--- config.mk ---
export PLATFORM = sky130hd
export DESIGN_NAME = regps_ctrl_flat
export DESIGN_NICKNAME = d
export VERILOG_FILES = /design/src/rtl/regps_pkg.sv /design/src/rtl/regps_ctrl_if.sv /design/src/rtl/regps_ctrl.sv /design/src/flat_wrapper.sv
export SDC_FILE = /design/constraint.sdc
export NUM_CORES = 1
export LEC_CHECK = 0
export BUFFER_PORTS_ARGS = -buffer_cell sky130_fd_sc_hd__buf_2
export CAP_MARGIN = 20
export CORE_AREA = 10 10 57 59
export DETAILED_ROUTE_END_ITERATION = 16
export DIE_AREA = 0 0 67 69
export GPL_ROUTABILITY_DRIVEN = 0
export MAX_ROUTING_LAYER = met4
export SLEW_MARGIN = 20
export SYNTH_ARGS = -nofsm -noshare
export SYNTH_HDL_FRONTEND = slang
export SYNTH_SLANG_ARGS = --single-unit
--- constraint.sdc ---
create_clock -name clk -period 3.2 [get_ports clk]
set_clock_uncertainty 0.05 [all_clocks]
set_input_delay 0.48 -clock clk [delete_from_list [all_inputs] [get_ports clk]]
set_output_delay 0.48 -clock clk [all_outputs]
set_load 0.05 [all_outputs]
--- src/rtl/regps_pkg.sv ---
// regps_pkg: shared widths and FSM state type for the shift-register sequencer
package regps_pkg;
    localparam int REG_W = 4;
    localparam int MAX_SHIFTS = REG_W;
    typedef enum logic [2:0] {IDLE, LOAD, SHIFT, SETTLE, CAPTURE, RESP} state_e;
endpackage

--- src/rtl/regps_ctrl_if.sv ---
// regps_ctrl_if: host frame request (tx) and result response (rx) valid/ready channels
interface regps_ctrl_if;
    import regps_pkg::*;
    logic [REG_W-1:0] tx_data;
    logic [REG_W-1:0] si_data;
    logic             tx_valid;
    logic             tx_ready;
    logic [REG_W-1:0] rx_data;
    logic             rx_msb;
    logic             rx_valid;
    logic             rx_ready;
    modport master (
        output tx_data, si_data, tx_valid, rx_ready,
        input  tx_ready, rx_data, rx_msb, rx_valid
    );
    modport slave (
        input  tx_data, si_data, tx_valid, rx_ready,
        output tx_ready, rx_data, rx_msb, rx_valid
    );
endinterface

--- src/rtl/regps_ctrl.sv ---
// regps_ctrl: loads a 4-bit shift register, shifts in SHIFTS bits MSB-first and returns its content.
// Optional REGPS_CTRL_COUNT_EN adds an 8-bit wrapping count of completed rx handshakes (frame_cnt).
module regps_ctrl
    import regps_pkg::*;
#(
    parameter int SHIFTS = 4
) (
    input  logic             clk,
    input  logic             reset_n,
    regps_ctrl_if.slave      bus,
    output logic             reg_load,
    output logic             reg_shift_en,
    output logic             reg_shift_in,
    output logic [REG_W-1:0] reg_par_in,
    input  logic [REG_W-1:0] reg_content,
    input  logic             reg_shift_out
`ifdef REGPS_CTRL_COUNT_EN
    ,
    output logic [7:0]       frame_cnt
`endif
);
    if (SHIFTS < 0 || SHIFTS > MAX_SHIFTS) begin : g_bad_shifts
        $error("regps_ctrl: SHIFTS must lie in 0..4");
    end

    localparam logic [1:0] LAST = 2'(SHIFTS - 1);

    state_e           state_q, state_d;
    logic [REG_W-1:0] tx_q, tx_d, si_q, si_d, rx_data_q, rx_data_d;
    logic             rx_msb_q, rx_msb_d;
    logic [1:0]       cnt_q, cnt_d;

    // next-state and datapath capture for the frame sequence
    always_comb begin
        state_d   = state_q;
        tx_d      = tx_q;
        si_d      = si_q;
        cnt_d     = cnt_q;
        rx_data_d = rx_data_q;
        rx_msb_d  = rx_msb_q;
        case (state_q)
            IDLE: if (bus.tx_valid) begin
                state_d = LOAD;
                tx_d    = bus.tx_data;
                si_d    = bus.si_data;
            end
            LOAD: begin
                state_d = (SHIFTS == 0) ? SETTLE : SHIFT;
                cnt_d   = '0;
            end
            SHIFT: begin
                cnt_d   = cnt_q + 2'd1;
                state_d = (cnt_q == LAST) ? SETTLE : SHIFT;
            end
            SETTLE:  state_d = CAPTURE;
            CAPTURE: begin
                rx_data_d = reg_content;
                rx_msb_d  = reg_shift_out;
                state_d   = RESP;
            end
            RESP:    state_d = bus.rx_ready ? IDLE : RESP;
            default: state_d = IDLE;
        endcase
    end

    // state and datapath registers; reset discards any in-flight frame
    always_ff @(posedge clk or negedge reset_n) begin
        if (!reset_n) begin
            state_q   <= IDLE;
            tx_q      <= '0;
            si_q      <= '0;
            cnt_q     <= '0;
            rx_data_q <= '0;
            rx_msb_q  <= 1'b0;
        end else begin
            state_q   <= state_d;
            tx_q      <= tx_d;
            si_q      <= si_d;
            cnt_q     <= cnt_d;
            rx_data_q <= rx_data_d;
            rx_msb_q  <= rx_msb_d;
        end
    end

    assign reg_load     = (state_q == LOAD);
    assign reg_shift_en = (state_q == SHIFT);
    assign reg_shift_in = reg_shift_en & si_q[2'd3 - cnt_q];
    assign reg_par_in   = tx_q;
    assign bus.tx_ready = (state_q == IDLE);
    assign bus.rx_valid = (state_q == RESP);
    assign bus.rx_data  = rx_data_q;
    assign bus.rx_msb   = rx_msb_q;

`ifdef REGPS_CTRL_COUNT_EN
    logic [7:0] frame_cnt_q, frame_cnt_d;

    // count completed result handshakes, wrapping at 256
    always_comb frame_cnt_d = frame_cnt_q + 8'(bus.rx_valid & bus.rx_ready);

    // frame counter register
    always_ff @(posedge clk or negedge reset_n) begin
        if (!reset_n) frame_cnt_q <= '0;
        else frame_cnt_q <= frame_cnt_d;
    end

    assign frame_cnt = frame_cnt_q;
`endif
endmodule
--- src/flat_wrapper.sv ---
// flat-port wrapper written by rule: the top's interface ports become plain ports
module regps_ctrl_flat import regps_pkg::*;
#(
    parameter int SHIFTS = 4
)
  (clk, reset_n, reg_load, reg_shift_en, reg_shift_in, reg_par_in, reg_content, reg_shift_out, bus_tx_data, bus_si_data, bus_tx_valid, bus_rx_ready, bus_tx_ready, bus_rx_data, bus_rx_msb, bus_rx_valid);
  regps_ctrl_if bus_i ();
  input  logic clk;
  input  logic reset_n;
  output logic reg_load;
  output logic reg_shift_en;
  output logic reg_shift_in;
  output logic [REG_W-1:0] reg_par_in;
  input  logic [REG_W-1:0] reg_content;
  input  logic reg_shift_out;
  input wire logic [$bits(bus_i.tx_data)-1:0] bus_tx_data;
  input wire logic [$bits(bus_i.si_data)-1:0] bus_si_data;
  input wire logic [$bits(bus_i.tx_valid)-1:0] bus_tx_valid;
  input wire logic [$bits(bus_i.rx_ready)-1:0] bus_rx_ready;
  output wire logic [$bits(bus_i.tx_ready)-1:0] bus_tx_ready;
  output wire logic [$bits(bus_i.rx_data)-1:0] bus_rx_data;
  output wire logic [$bits(bus_i.rx_msb)-1:0] bus_rx_msb;
  output wire logic [$bits(bus_i.rx_valid)-1:0] bus_rx_valid;
  assign bus_i.tx_data = bus_tx_data;
  assign bus_i.si_data = bus_si_data;
  assign bus_i.tx_valid = bus_tx_valid;
  assign bus_i.rx_ready = bus_rx_ready;
  assign bus_tx_ready = bus_i.tx_ready;
  assign bus_rx_data = bus_i.rx_data;
  assign bus_rx_msb = bus_i.rx_msb;
  assign bus_rx_valid = bus_i.rx_valid;
  regps_ctrl #(.SHIFTS(SHIFTS)) u_core (.clk(clk), .reset_n(reset_n), .bus(bus_i), .reg_load(reg_load), .reg_shift_en(reg_shift_en), .reg_shift_in(reg_shift_in), .reg_par_in(reg_par_in), .reg_content(reg_content), .reg_shift_out(reg_shift_out));
endmodule
---- Yosys cells after proc, flatten, opt, wreduce, memory -nomap -nowiden ----
Index checks and enable logic that the tools add are counted.
word-level totals
  register bits after elaboration ......... 18
  latch bits .............................. 0
  memory bits (writable) .................. 0
  ROM bits ................................ 0
  bits of input ports ..................... 17
  memories ................................ 0
cells by class
  add/subtract/negate cells ............... 2
  multipliers ............................. 0
  div/mod/pow operators ................... 0
  order comparisons ....................... 1
  equal/unequal tests ..................... 7
  shift-type cells ........................ 0
  multiplexer cells ....................... 7
  bitwise operators ....................... 1
  reduce and logical (&&, ||, !) cells .... 3
operator list
  cell                                                                    number
  3-bit case mux with 6 select lines                                      1
  3-bit by 2-bit equality test with 1-bit output (second input constant)  2
  3-bit equality test (second input constant)                             2
  3-bit 2-to-1 mux                                                        2
  2-bit case mux with 2 select lines                                      1
  3-bit by 1-bit equality test with 1-bit output (second input constant)  1
  3-bit zero test                                                         1
  2-bit by 3-bit < comparator with 1-bit output (second input constant)   1
  2-bit by 1-bit adder with 2-bit output (second input constant)          1
  1-bit binary-select mux with 2-bit select                               1
  2-bit equality test (second input constant)                             1
  1-bit 2-to-1 mux                                                        2
  2-bit != test (second input constant)                                   1
  2-bit AND reduction                                                     1
  2-bit nonzero test                                                      1
  2-bit subtractor (first input constant)                                 1
  1-bit bitwise AND                                                       1

---- Logic depth before layout (Yosys ltp) ----
Gate-level depths: netlist (run 1).
  word-level depth ........................ 4
  mapped depth ............................ 3

---- Least setup slack after synthesis (run 1) ----
No wires, ideal clock.
  path type ............................... flip-flop to output port
  start ................................... register u_core.state_q[0]
  end ..................................... output port reg_shift_in
  arrival ................................. 2.313 ns
  required time ........................... 2.670 ns
  path slack .............................. 0.357 ns
  cell stages (with the launch flop) ...... 3
  cell sequence ........................... dfrtp_1 nor3b_1 and2_1
on the way
  cells in the longest elaborated chain, start to end .. 2
ends and longest elaborated chain
  item                                            RTL line            text
  from (decl)                                     regps_ctrl.sv:28    state_e state_q, state_d;
  from (signal assigned)                          regps_ctrl.sv:76    state_q <= state_d;
  3-bit by 2-bit equality test with 1-bit output  regps_ctrl.sv:86    assign reg_shift_en = (state_q == SHIFT);
  via reg_shift_en                                flat_wrapper.sv:11  output logic reg_shift_en;
  1-bit bitwise AND                               regps_ctrl.sv:87    assign reg_shift_in = reg_shift_en & si_q[2'd3 - cnt_q];
  to (decl)                                       flat_wrapper.sv:12  output logic reg_shift_in;
The timed path passes the listed nets, and every way through them passes these cells.

---- Worst setup path after layout (run 1) ----
  start ................................... register u_core.state_q[1]
  end ..................................... output port reg_shift_in
on the way
  cells in the longest elaborated chain, start to end .. 2
ends and longest elaborated chain
  item                                            RTL line
  3-bit by 2-bit equality test with 1-bit output  regps_ctrl.sv:86
  1-bit bitwise AND                               regps_ctrl.sv:87
Every way passes these cells.

==> metrics, run 1 <==
FP Rows 17; worst stage delay on the critical path 610 ps; Synth cell types 23; most common cell after layout, fill and taps aside buf_2; Worst EP required 2670 ps; Vias/cell 4.82; Top-Level Pins 31; TritonCTS Buffers 3; peak supply drop 0.536 mV; CTS root buf clkbuf_4; final-report setup violation count 0; CP startpoint kind flop; final antenna diode count 0; 1st-iter DRT viols 8; sequential area share after synthesis 54.5%; Seq. cell area 450 um2; R2R depth 2; final hold slack 49.6 ps; global router's overall resource usage 7.65%; CP max-delay cell dfrtp_1; total congestion overflow 0; Post-CTS Setup Repair Bufs 0; most frequent cells in the layout 30 x buf_2, 18 x dfrtp_1, 13 x mux2_2, 3 x nor2_1, 3 x clkbuf_4; f_max 430 MHz; Starting Density 38.5%; Synth Warn # 0; Post-Synthesis Net Count 78; Comb pwr share 53.3%; clock slew at reported path FFs 100 ps; antenna viol nets, final 0; cell taking the most area after synthesis dfrtp_1; clk sinks 18; DRT Pass-1 Iters 4; max-cap violations 0; Clock power frac 10.9%; first-pass GRT wire length 2680 um; Die Footprint 0.00462 mm2; nets 110; final wirelength 1670 um; endpoint class of the critical path output port; Least-Margin Pin Slew 580 ps; Core Util, Final 48.3%; critical path cell sequence nor3b_1, and2_1, buf_2; Critical Path Fanout Max 14; Skew-Pair Late Insertion Delay 290 ps; antenna violations before repair 0; syn avg cell area 13.8 um2; core area 0.00215 mm2; Post-Syn Area 827 um2; Critical Path AT 1800 ps; Syn-to-layout area delta 25.4%; Crit Path Category reg2out; vias in the first global route 585; share of layout cells above drive strength 1 57.1%; share of the synthesized area in the top cell type 54.5%; H-tree depth 1; # fillers 208; Cells after Synth 60; largest cells by area after synthesis dfrtp_1 54%, mux2_2 18%, nor4b_4 2.9%; HPWL after DPL 1340 um; r2r setup slk 1460 ps; Die X 67 um; Flop pwr share 35.8%; fin. max-slew vios 0; TNS Setup 0 ps; port bufs 30; Tmin final 2330 ps; Die Ht 69 um; Rel. slew slack 61.2%; reg-to-reg critical path startpoint u_core.state_q[1]; pin count of the biggest net entering global routing 19; RSZ-0062 raised after global routing false; wire per inst 14.1 um; routed vias 574; clock tree buffer depth 2; Tightest Hold Check Type in2async; RR Endpoint u_core.si_q[3]; CTS resizes 0; CTS tree done; Net Switching 0.000595 W; final hold violation count 0; post-cts hold buffer count 0; Switching Share 48.1%; family with the most delay on the worst path simple AND/OR/NAND/NOR gates; outcome completed; crit share post-route 72.7%; WP buf/inv 1; Power Internal 0.000641 W; Leak Pwr 0.506 nW; FF+latch count, synth 18; Post-route DRC 0; multi-input logic area 362 um2; pwr dens 1190 mW/mm2
layer usage:
metal	GRT usage (%)	part of all wire, %	vias up
met5	-	0	-
met1	8.25	45	270
li1	-	-	283
met4	2.71	0.48	0
met3	4.99	8.8	2
met2	11.0	46	19
flip-flops by register name, indices dropped and copies added, names as in the netlist:
name and flops:
u_core.bus.rx_data 4, u_core.bus.rx_msb 1, u_core.cnt_q 2, u_core.reg_par_in 4, u_core.si_q 4, u_core.state_q 3
power by group through the flow:
stage | sequential, W | clock [W] | combinational (W)
after floorplan | 0.000616 | 0 | 0.000354
after global placement | 0.000441 | 0 | 0.000668
after detailed placement | 0.000449 | 0 | 0.000669
after CTS | 0.000444 | 0.000143 | 0.000669
after global routing | 0.000464 | 0.000157 | 0.000698
final | 0.000442 | 0.000135 | 0.000658
how the worst max path moves through the flow:
stage	cells past startpoint	from	slack, ps	to
floorplan	2	u_core.state_q[0]	360	reg_shift_in
detailed placement	3	u_core.state_q[1]	1220	reg_shift_in
finish	3	u_core.state_q[1]	870	reg_shift_in
global placement	3	u_core.state_q[1]	1270	reg_shift_in
global route	3	u_core.state_q[1]	770	reg_shift_in
CTS	3	u_core.state_q[1]	870	reg_shift_in
cell type report:
| type | instances | area share [%] |
|---|---|---|
| Sequential cell | 18 | 43.4 |
| Timing Repair Buffer | 30 | 14.5 |
| Inverter | 1 | 0.362 |
| Multi-Input combinational cell | 38 | 34.9 |
| Clock buffer | 4 | 3.50 |
| Tap cell | 28 | 3.38 |
synthesized netlist by cell type:
| cell | instances |
|---|---|
| a211o_1 | 2 |
| o22ai_1 | 1 |
| nand2_1 | 1 |
| ha_1 | 1 |
| o21bai_1 | 2 |
| inv_1 | 1 |
| mux4_2 | 1 |
| nor4b_1 | 1 |
| nand2b_1 | 1 |
| and3_1 | 2 |
| mux2_2 | 13 |
| dfrtp_1 | 18 |
| nor3b_1 | 2 |
| nor3b_2 | 1 |
| nor4b_4 | 1 |
| nor3_1 | 1 |
| clkbuf_1 | 3 |
| nor2_1 | 3 |
| a221o_1 | 1 |
| a21bo_2 | 1 |
| nor4bb_1 | 1 |
| or2_2 | 1 |
| and2_1 | 1 |
through the flow:
stage	area (um2)	power (W)	instances	worst slack, ps
after floorplan	827	0.000970	60	357
after global placement	1000	0.00111	115	1270
after detailed placement	1000	0.00112	115	1220
after CTS	1040	0.00126	119	872
after global routing	1040	0.00132	119	766
final	1040	0.00124	119	874
logic make-up after synthesis:
kind of cell | after synthesis | share of synthesized area (%)
compound gates | 7 | 7.11
fa+ha+maj | 1 | 1.51
mux | 14 | 20.4
flops | 18 | 54.5
buf+inv | 4 | 1.81
simple gates | 16 | 14.7
Note: power is estimated with default switching activity, not from simulation.
==> run 2: changes to the inputs <==
--- a/config.mk
+++ b/config.mk
@@ -12,6 +12,7 @@
 export DIE_AREA = 0 0 67 69
 export GPL_ROUTABILITY_DRIVEN = 0
 export MAX_ROUTING_LAYER = met4
+export PLACE_DENSITY = 0.67
 export SLEW_MARGIN = 20
 export SYNTH_ARGS = -nofsm -noshare
 export SYNTH_HDL_FRONTEND = slang
==> constraint.sdc (replaced) <==
create_clock -name clk -period 2.1 [get_ports clk]
set_clock_uncertainty 0.05 [all_clocks]
set_input_delay 0.315 -clock clk [delete_from_list [all_inputs] [get_ports clk]]
set_output_delay 0.315 -clock clk [all_outputs]
set_load 0.05 [all_outputs]
==> run 2 against run 1 <==
Compared with the run above: highest routed layer unchanged; sequential cell count is the same; critical path type unchanged; sequential power up 52%; final area rose by 0.97%; via count grew 1.9%; power increased by 51%; first-iteration DRC count grew 130%; critical path depth is the same; clock power increased by 18%; sequential share of layout area is 0.30 points lower.
==> metrics, run 2 (synthesized netlist as in run 1, its figures left out) <==
outcome completed; final hold violation count 0; antenna viol nets, final 0; routed vias 585; core area 0.00215 mm2; Vias/cell 4.88; final wirelength 1680 um; Rel. slew slack 62.8%; Inst Count DP 116; Tightest Hold Check Type in2reg; vias in the first global route 653; CTS tree done; FP Rows 17; clock tree buffer depth 2; Worst EP required 1740 ps; first-pass GRT wire length 2840 um; most common cell after layout, fill and taps aside buf_2; wire per inst 14.0 um; global router's overall resource usage 7.74%; nets 112; peak supply drop 1.02 mV; clock slew at reported path FFs 90 ps; endpoint class of the critical path output port; antenna violations before repair 0; Least-Margin Pin Slew 555 ps; port bufs 30; TritonCTS Buffers 3; Crit Path Category reg2out; pin count of the biggest net entering global routing 19; RSZ-0062 raised after global routing false; max-cap violations 0; Die X 67 um; fin. max-slew vios 0; total congestion overflow 0; Top-Level Pins 31; critical path cell sequence mux4_2, and2_1, buf_2; f_max 505 MHz; Skew-Pair Late Insertion Delay 280 ps; Power Internal 0.000955 W; Net Switching 0.000907 W; non-filler instance count after layout 120; Leak Pwr 0.509 nW; HPWL after DPL 1340 um; Switching Share 48.7%; H-tree depth 1; most frequent cells in the layout 30 x buf_2, 17 x dfrtp_1, 13 x mux2_2, 3 x nor2_1, 3 x clkbuf_4; Clock power frac 8.5%; Comb pwr share 55.4%; CP startpoint kind flop; Die Footprint 0.00462 mm2; Flop pwr share 36.0%; Starting Density 38.5%; # fillers 207; TNS Setup 0 ps; Critical Path AT 1610 ps; final-report setup violation count 0; CTS root buf clkbuf_4; 1st-iter DRT viols 18; Tmin final 1980 ps; share of layout cells above drive strength 1 58.7%; crit share post-route 94.3%; DRT Pass-1 Iters 2; worst stage delay on the critical path 520 ps; Post-route DRC 0; Critical Path Fanout Max 5; Die Ht 69 um; CP max-delay cell mux4_2; Syn-to-layout area delta 26.6%; final antenna diode count 0; pwr dens 1780 mW/mm2; clk sinks 18
==> run 2: area by class of cell <==
class | count | area, um2 | area share (%)
Tap cell | 28 | 35.0 | 3.35
Inverter | 1 | 3.75 | 0.358
Multi-Input combinational cell | 38 | 367 | 35.0
Timing Repair Buffer | 32 | 168 | 16.0
Clock buffer | 3 | 22.5 | 2.15
Sequential cell | 18 | 452 | 43.1
==> run 2: power groups by stage <==
stage	clock network, W	registers, W	logic (W)
2_1_floorplan	0	0.000941	0.000542
3_3_place_gp	0	0.000667	0.00103
3_5_place_dp	0	0.000682	0.00104
4_1_cts	0.000169	0.000673	0.00105
5_1_grt	0.000185	0.000710	0.00111
6_report	0.000159	0.000671	0.00103
==> run 2: critical path, delay by kind of cell (launching register included) <==
kind	cells	cell delay [ps]
and+or+nand+nor	1	160
buffers and inverters	1	200
DFF	1	440
muxes	1	520
==> run 2: stage by stage <==
step / setup slack [ps] / util [%] / hold slack, ps / instance area [um2] / power [W]
3_5_place_dp: 392 / 47.2 / 219 / 1010 / 0.00173
5_1_grt: 34.2 / 48.7 / 191 / 1050 / 0.00200
4_1_cts: 99.5 / 48.7 / 194 / 1050 / 0.00189
2_1_floorplan: 2.79 / - / -30.6 / 832 / 0.00148
3_3_place_gp: 412 / 47.2 / 215 / 1010 / 0.00170
6_report: 121 / 48.7 / 206 / 1050 / 0.00186
==> run 2: final timing paths <==
check                      depth (start not counted)                   from  slack [ps]                    end
max                                                3        u_core.cnt_q[0]         120           reg_shift_in
min                                                2         bus_si_data[2]         210         u_core.si_q[2]
max reg2reg                                        2      u_core.state_q[2]         460         u_core.si_q[3]
min reg2reg                                        1  u_core.bus.rx_data[3]         460  u_core.bus.rx_data[3]
max in group asynchronous                          2                reset_n        1250      u_core.state_q[1]
min in group asynchronous                          2                reset_n         440        u_core.cnt_q[1]
==> run 2: routing by layer <==
metal  up-vias  part of all wire [%]  GRT usage, %
met5         -                     0             -
met4         0                  0.36          1.36
li1        281                     -             -
met3         2                    12          4.99
met1       277                    42          7.67
met2        25                    45          12.6
==> run 2: repair_timing <==
item | in CTS | in global routing
hold buffers | 1 | 0
buffers inserted | 0 | 0
hold endpoints to repair | 18 | 0
endpoints found under the setup margin | 0 | 1
gates resized for setup | 0 | 1
==> run 3: changes to the inputs <==
--- a/config.mk
+++ b/config.mk
@@ -12,7 +12,7 @@
 export DIE_AREA = 0 0 67 69
 export GPL_ROUTABILITY_DRIVEN = 0
 export MAX_ROUTING_LAYER = met4
-export PLACE_DENSITY = 0.67
+export PLACE_DENSITY = 0.73
 export SLEW_MARGIN = 20
 export SYNTH_ARGS = -nofsm -noshare
 export SYNTH_HDL_FRONTEND = slang
==> run 3 against run 2 <==
Compared with the run above: non-clock buffer count down 1; hold slack lost 4.2 ps; cell count stayed put; worst setup slack got worse by 31 ps; sequential share of layout area down 0.26 points; utilization is 0.29 points higher; sequential power grew 3%; count of clock-buffer cells in the layout rose by 1; combinational power hardly changed; first-iteration DRC count fell by 50%; fmax decreased by 1.5%; die area unchanged.
==> metrics, run 3 (synthesized netlist as in run 1, its figures left out) <==
CTS root buf clkbuf_4; RSZ-0062 raised after global routing false; Tot Pwr 0.00192 W; antenna viol nets, final 0; CTS tree done; TNS Setup 0 ps; routed vias 588; peak supply drop 0.663 mV; Leak Pwr 0.511 nW; Post-CTS Setup Repair Bufs 0; FP Rows 17; wire per inst 15.6 um; Syn-to-layout area delta 27.4%; family with the most delay on the worst path multiplexers; HPWL after DPL 1470 um; vias in the first global route 635; most frequent cells in the layout 30 x buf_2, 17 x dfrtp_1, 13 x mux2_2, 3 x nor2_1, 3 x clkbuf_4; TritonCTS Buffers 3; total congestion overflow 0; global router's overall resource usage 8.69%; pwr dens 1820 mW/mm2; Starting Density 38.5%; final hold violation count 0; endpoint class of the critical path output port; crit share post-route 95.7%; Rel. slew slack 61.6%; nets 111; Die X 67 um; final-report setup violation count 0; DRT Pass-1 Iters 3; critical path cell sequence mux4_2, and2_1, buf_2; WP buf/inv 1; H-tree depth 1; clk sinks 18; Die Ht 69 um; f_max 497 MHz; 1st-iter DRT viols 9; Die Footprint 0.00462 mm2; fin. max-slew vios 0; Crit Path Category reg2out; antenna violations before repair 0; final antenna diode count 0; core area 0.00215 mm2; Skew-Pair Late Insertion Delay 290 ps; Top-Level Pins 31; CP max-delay cell mux4_2; outcome completed; share of layout cells above drive strength 1 58.7%; most common cell after layout, fill and taps aside buf_2; Critical Path Fanout Max 5; Worst EP required 1740 ps; Tightest Hold Check Type in2reg; Tmin final 2010 ps; Critical Path AT 1650 ps; Vias/cell 4.90; Post-route DRC 0; clock tree buffer depth 2; port bufs 30; Least-Margin Pin Slew 574 ps; CP startpoint kind flop; first-pass GRT wire length 3100 um; pin count of the biggest net entering global routing 19; final wirelength 1870 um; max-cap violations 0; clock slew at reported path FFs 100 ps; worst stage delay on the critical path 530 ps
-- run 3: where the power goes --
group          internal, W  switching, W
combinational     0.000362      0.000658
clock             0.000106      0.000104
sequential        0.000515      0.000176
total             0.000983      0.000938
-- run 3: final cells by class --
class | count | area [um2]
Clock buffer | 4 | 36.3
Timing Repair Buffer | 31 | 160
Tap cell | 28 | 35.0
Fill cell | 194 | 1090
Sequential cell | 18 | 452
Multi-Input combinational cell | 38 | 367
Inverter | 1 | 3.75
-- run 3: final timing paths --
| check | from | to | slack [ps] | cells past startpoint |
|---|---|---|---|---|
| max | u_core.cnt_q[0] | reg_shift_in | 90 | 3 |
| min | reg_content[3] | u_core.bus.rx_data[3] | 200 | 2 |
| max reg2reg | u_core.state_q[0] | u_core.reg_par_in[3] | 360 | 2 |
| min reg2reg | u_core.reg_par_in[1] | u_core.reg_par_in[1] | 460 | 1 |
| max in group asynchronous | reset_n | u_core.state_q[1] | 1270 | 2 |
| min in group asynchronous | reset_n | u_core.bus.rx_data[3] | 430 | 2 |
-- run 3: through the flow --
step	util, %	setup slack, ps	hold WS, ps	cell area, um2	instances
finish	49.0	89.6	201	1050	120
global route	49.0	15.0	188	1050	120
CTS	49.0	60.0	196	1050	120
detailed placement	46.8	376	215	1010	115
global placement	46.8	430	208	1010	115
floorplan	-	2.79	-30.6	832	60
-- run 3: layer usage --
metal	wire (um)	up-vias	GRT usage, %
met3	150	4	1.77
met5	0	-	-
met4	42	0	6.11
met1	732	279	9.29
met2	944	20	13.7
li1	-	285	-
-- run 3: timing repair --
item | in CTS | in global routing
endpoints found under the setup margin | 0 | 1
hold buffers | 1 | 0
resized for setup | 0 | 1
hold endpoints to repair | 18 | 0
-- run 3: worst reg2reg max path, cell delays in order (launching register included) --
cell and delay, ps:
dfrtp_1 560, nor4b_4 620, mux2_2 410
